===== src/rtl/iic_write_arb.sv =====
// Two-requester scheduler for the shared IIC write engine: grant, start pulse, wait for done, bus-free gap.
// Optional watchdog in WAIT_DONE is enabled by defining IIC_ARB_WDOG_EN.
module iic_write_arb #(
  parameter logic [15:0] GAP_CYC     = 16'd250,
  parameter logic [23:0] TIMEOUT_CYC = 24'd5_000_000
) (
  input  logic        i_clk_50m,
  input  logic        i_rst,
  input  logic        i_req0,
  input  logic        i_req1,
  input  logic [3:0]  i_len0,
  input  logic [3:0]  i_len1,
  input  logic [6:0]  i_addr0,
  input  logic [6:0]  i_addr1,
  input  logic [31:0] i_dat0,
  input  logic [31:0] i_dat1,
  output logic        o_gnt0,
  output logic        o_gnt1,
  output logic        o_done0,
  output logic        o_done1,
  output logic        o_send_en,
  output logic [3:0]  o_send_length,
  output logic [6:0]  o_dev_addr,
  output logic [31:0] o_write_dat,
  input  logic        i_iic_done,
  output logic        o_busy,
  output logic        o_timeout
);

  localparam logic [1:0] ST_IDLE = 2'd0;
  localparam logic [1:0] ST_SEND = 2'd1;
  localparam logic [1:0] ST_WAIT = 2'd2;
  localparam logic [1:0] ST_GAP  = 2'd3;

  logic [1:0]  state_q, state_d;
  logic        owner_q, owner_d;
  logic        last_q, last_d;
  logic        gnt0_q, gnt0_d, gnt1_q, gnt1_d;
  logic        done0_q, done0_d, done1_q, done1_d;
  logic        send_en_q, send_en_d;
  logic        timeout_q, timeout_d;
  logic [3:0]  len_q, len_d;
  logic [6:0]  addr_q, addr_d;
  logic [31:0] dat_q, dat_d;
  logic [15:0] gap_q, gap_d;
  logic        win;

`ifdef IIC_ARB_WDOG_EN
  logic [23:0] wd_q, wd_d;
`else
  logic        unused_tmo;
  assign unused_tmo = ^TIMEOUT_CYC;
`endif

  function automatic logic [3:0] clamp_len(input logic [3:0] l);
    if (l == 4'd0)     return 4'd1;
    else if (l > 4'd4) return 4'd4;
    else               return l;
  endfunction

  always_comb begin
    state_d   = state_q;
    owner_d   = owner_q;
    last_d    = last_q;
    gnt0_d    = 1'b0;
    gnt1_d    = 1'b0;
    done0_d   = 1'b0;
    done1_d   = 1'b0;
    send_en_d = 1'b0;
    timeout_d = 1'b0;
    len_d     = len_q;
    addr_d    = addr_q;
    dat_d     = dat_q;
    gap_d     = gap_q;
    win       = 1'b0;
`ifdef IIC_ARB_WDOG_EN
    wd_d      = wd_q;
`endif
    case (state_q)
      ST_IDLE: begin
        if (i_req0 || i_req1) begin
          // On a tie the requester that did not win last time goes first.
          win     = (i_req0 && i_req1) ? ~last_q : i_req1;
          owner_d = win;
          gnt0_d  = ~win;
          gnt1_d  = win;
          len_d   = clamp_len(win ? i_len1 : i_len0);
          addr_d  = win ? i_addr1 : i_addr0;
          dat_d   = win ? i_dat1 : i_dat0;
          state_d = ST_SEND;
        end
      end
      ST_SEND: begin
        send_en_d = 1'b1;
        state_d   = ST_WAIT;
`ifdef IIC_ARB_WDOG_EN
        wd_d      = '0;
`endif
      end
      ST_WAIT: begin
        if (i_iic_done) begin
          done0_d = ~owner_q;
          done1_d = owner_q;
          last_d  = owner_q;
          gap_d   = GAP_CYC;
          state_d = ST_GAP;
        end
`ifdef IIC_ARB_WDOG_EN
        else if (wd_q == TIMEOUT_CYC - 24'd1) begin
          done0_d   = ~owner_q;
          done1_d   = owner_q;
          timeout_d = 1'b1;
          last_d    = owner_q;
          gap_d     = GAP_CYC;
          state_d   = ST_GAP;
        end else begin
          wd_d = wd_q + 24'd1;
        end
`endif
      end
      default: begin
        // Gap spans GAP_CYC cycles (minimum one) so the next grant lands GAP_CYC+2 after done.
        if (gap_q <= 16'd1) begin
          gap_d   = '0;
          state_d = ST_IDLE;
        end else begin
          gap_d = gap_q - 16'd1;
        end
      end
    endcase
  end

  always_ff @(posedge i_clk_50m or posedge i_rst) begin
    if (i_rst) begin
      state_q   <= ST_IDLE;
      owner_q   <= 1'b0;
      last_q    <= 1'b1;
      gnt0_q    <= 1'b0;
      gnt1_q    <= 1'b0;
      done0_q   <= 1'b0;
      done1_q   <= 1'b0;
      send_en_q <= 1'b0;
      timeout_q <= 1'b0;
      len_q     <= '0;
      addr_q    <= '0;
      dat_q     <= '0;
      gap_q     <= '0;
`ifdef IIC_ARB_WDOG_EN
      wd_q      <= '0;
`endif
    end else begin
      state_q   <= state_d;
      owner_q   <= owner_d;
      last_q    <= last_d;
      gnt0_q    <= gnt0_d;
      gnt1_q    <= gnt1_d;
      done0_q   <= done0_d;
      done1_q   <= done1_d;
      send_en_q <= send_en_d;
      timeout_q <= timeout_d;
      len_q     <= len_d;
      addr_q    <= addr_d;
      dat_q     <= dat_d;
      gap_q     <= gap_d;
`ifdef IIC_ARB_WDOG_EN
      wd_q      <= wd_d;
`endif
    end
  end

  assign o_gnt0        = gnt0_q;
  assign o_gnt1        = gnt1_q;
  assign o_done0       = done0_q;
  assign o_done1       = done1_q;
  assign o_send_en     = send_en_q;
  assign o_send_length = len_q;
  assign o_dev_addr    = addr_q;
  assign o_write_dat   = dat_q;
  assign o_busy        = (state_q != ST_IDLE);
  assign o_timeout     = timeout_q;

endmodule


===== config.mk =====
export PLATFORM = sky130hd
export DESIGN_NAME = iic_write_arb
export DESIGN_NICKNAME = d
export VERILOG_FILES = /design/src/rtl/iic_write_arb.sv
export SDC_FILE = /design/constraint.sdc
export NUM_CORES = 1
export LEC_CHECK = 0
export BUFFER_PORTS_ARGS = -buffer_cell sky130_fd_sc_hd__buf_2
export CAP_MARGIN = 20
export CORE_UTILIZATION = 35
export DETAILED_ROUTE_END_ITERATION = 7
export GPL_TIMING_DRIVEN = 0
export PLACE_DENSITY = 0.61
export SYNTH_ARGS = -nofsm -noshare
export SYNTH_HDL_FRONTEND = slang
export SYNTH_SLANG_ARGS = --single-unit
export TNS_END_PERCENT = 1

===== constraint.sdc =====
create_clock -name i_clk_50m -period 4.9 [get_ports i_clk_50m]
set_input_delay 0 -clock i_clk_50m [delete_from_list [all_inputs] [get_ports i_clk_50m]]
set_output_delay 0 -clock i_clk_50m [all_outputs]
set_load 0.01 [all_outputs]

==> results.txt <==
critical path's slowest cell: dlygate4sd3_1
Adder-Cell Fraction of Synth Area: 0.02279
Max stage delay on crit path: 590 ps
pin count of the biggest net entering global routing: 69
Final GP Congestion: 0.7635
PortBufs: 139
Overflow after GRT: 0
CTS sink cnt: 68
Setup WS pre-CTS: 2721 ps
final cycle utilization of the critical path: 0.4855
crit-path max FO: 10
Pre-Repair DR Iteration Count: 4
Inserted Diodes: 0
Avg Cell Area, Syn: 10.01 um^2
Net Count, Synth: 426
post-synthesis compound-gate area fraction: 0.1557
Synth Flop Type: dfrtp_1
cell leakage power: 0.002543 uW
post-synthesis mux area share: 0.1265
clock slew at reported path FFs: 80 ps
Initial Utilization: 0.3582
FFs w/ async S/R, synth: 1.000
area leader, netlist: dfrtp_1
top-count cell post-synth: dfrtp_1
top cells by count, synth: dfrtp_1 (67), nand2_1 (50), o21ai_0 (50)
grt met2 use: 0.3647
Yosys warnings: 0
PwrDens: 488.7 mW/mm^2
Simple-Gate Fraction of Synth Area: 0.1398
Cells after Synth: 329
max_slew headroom: 0.4453
CTS Buf Count: 9
GRT met3 Usage: 0.04326
Fin. Hold Viols: 1
busiest grt layer: met2
top-level port count: 141
die width: 99.02 um
failing checks: hold timing
Synth top area share: 0.5089
Min Hold Slack: -8.476 ps
WS Path Type: flip-flop to flip-flop
final setup vio count: 0
worst-margin pin slew: 825.7 ps
critical path arrival: 2590 ps
Longest Clk Path Bufs: 2
H-tree levels: 3
routed via count: 3386
Vias/cell: 5.031
row cnt: 35
Layout area overhead: 55.18%
fraction of final layout cells with drive strength greater than 1: 0.3043
Syn Std Cell Area: 0.003294 mm^2
first-pass GRT wire length: 15.73 mm
Fmax achieved: 0.4203 GHz
gr usage total: 0.2065
initial antenna violation count: 0
total power draw: 2499 uW
CORE AREA: 0.009196 mm^2
Synth Area in XOR/XNOR: 0
total negative slack: 0 ps
final worst slack: 2521 ps
final worst path period need: 2379 ps
antenna-violating nets left: 0
clk root buf: clkbuf_8
RSZ-0062 raised after global routing: false
Layout Skew: 11.32 ps
vias in the first global route: 3426
Yosys reg bits: 68
peak supply drop: 175.1 uV
Worst Hold Class: primary input to flip-flop
status: finished with violations
Worst setup EP type: flip-flop
met1 usage: 0.2206
drt total wl: 9.717 mm
critical-path cell list: a21boi_0 -> clkbuf_1 -> buf_2 -> mux2i_1 -> dlygate4sd3_1 -> o21ai_0
Nets: 654
largest family of logic cells by synthesized area: compound AO/OA/AOI/OAI gates
DRC: 0
register area share after synthesis: 0.5169
clk_lat worst skew: 350 ps
Synth cell types: 48
Total Die Area: 0.009805 mm^2
max-slew violation count: 0
average wire per standard cell: 14.44 um
Post-CTS Resized: 0
Max Cap Viol: 0
drt first-iter violations: 83
Critical Path RT: 5110 ps
EDFF count, synth: 0
die height: 99.02 um
CTS tree: yes
DP Wirelength: 6.179 mm
largest cells by area after synthesis: dfrtp_1 (51%), mux2i_1 (12%), o21ai_0 (7.6%), nand2_1 (5.7%), ha_1 (2.3%)
CP startpoint kind: flip-flop
-- flip-flops by register name, indices dropped and copies added (netlist names), 2 cells and up --
signal         count
o_write_dat       32
state_q            2
o_dev_addr         7
gap_q             16
o_send_length      4
-- worst max-delay path: cells and delay by family (launching register included) --
kind / cells / cell delay [ps]
buffers and inverters: 3 / 1360
DFF: 1 / 370
muxes: 1 / 300
AOI/OAI and AO/OA: 2 / 220
-- cell usage in the layout, fill, tap and decap left out, types with 5 or more instances in the layout --
| cell | instances |
|---|---|
| buf_2 | 144 |
| o21ai_0 | 50 |
| nor2_1 | 13 |
| nor3_1 | 6 |
| ha_1 | 6 |
| clkbuf_1 | 13 |
| inv_1 | 10 |
| or3_1 | 5 |
| mux2i_1 | 39 |
| clkbuf_8 | 9 |
| dfrtp_1 | 67 |
| nor4_1 | 5 |
| a21oi_1 | 9 |
| dlygate4sd3_1 | 78 |
| nand2_1 | 50 |
-- path summary, 6_finish.rpt --
| check | slack, ps | startpoint | endpoint | cells past startpoint |
|---|---|---|---|---|
| min in group asynchronous | 360 | i_rst | o_write_dat[1] | 3 |
| min reg2reg | 460 | owner_q | o_done0 | 1 |
| min | -8 | i_dat0[6] | o_write_dat[6] | 3 |
| max in group asynchronous | 3980 | i_rst | o_send_en | 3 |
| max reg2reg | 2520 | last_q | o_write_dat[11] | 6 |
| max | 2520 | last_q | o_write_dat[11] | 6 |
-- metal layers --
metal  wire, um  vias to the layer above  share of wire
met1       3858                     1600           0.40
met4        492                        0          0.051
met2       4855                      130           0.50
li1           -                     1615              -
met5          0                        -              0
met3        510                       41          0.052
-- cell families (layout without fill, tap and decap cells) --
| family | after synthesis | in the layout |
|---|---|---|
| AND/OR/NAND/NOR | 97 | 97 |
| AO/OA/AOI/OAI | 86 | 86 |
| flip-flops | 68 | 68 |
| multiplexers | 41 | 41 |
| buffers and inverters | 30 | 263 |
| adder cells (fa/ha/maj) | 6 | 6 |
| other | 1 | 1 |
-- layout make-up --
| class | count | area (um^2) |
|---|---|---|
| sequential | 68 | 1703 |
| clock inverter | 7 | 76.32 |
| tap | 111 | 138.9 |
| clock buffer | 9 | 123.9 |
| multi-input combinational | 231 | 1469 |
| inverter | 11 | 43.79 |
| timing repair buffer | 217 | 1476 |
| fill | 781 | 4084 |
| buffer | 19 | 81.33 |
-- what timing repair did --
action,4_1_cts,5_1_grt
hold buffers,78,0
endpoints found under the hold margin,108,0
buffers inserted,0,0
-- power by group --
group	internal, uW	switching [uW]	total (uW)	leakage (uW)
logic	475	637	1110	0.00161
registers	791	128	919	0.000834
clock network	237	230	467	0.0000958
-- metrics by stage --
| step | hold WS [ps] | std cells | cell area, um^2 | util |
|---|---|---|---|---|
| floorplan | 139.2 | 329 | 3294 | - |
| global placement | 287.9 | 579 | 4129 | 0.4490 |
| detailed placement | 225.2 | 579 | 4131 | 0.4493 |
| CTS | 2.677 | 673 | 5112 | 0.5559 |
| global route | 30.55 | 673 | 5112 | 0.5559 |
| finish | -8.476 | 673 | 5112 | 0.5559 |
No activity file was read; power rests on OpenSTA's default activity.
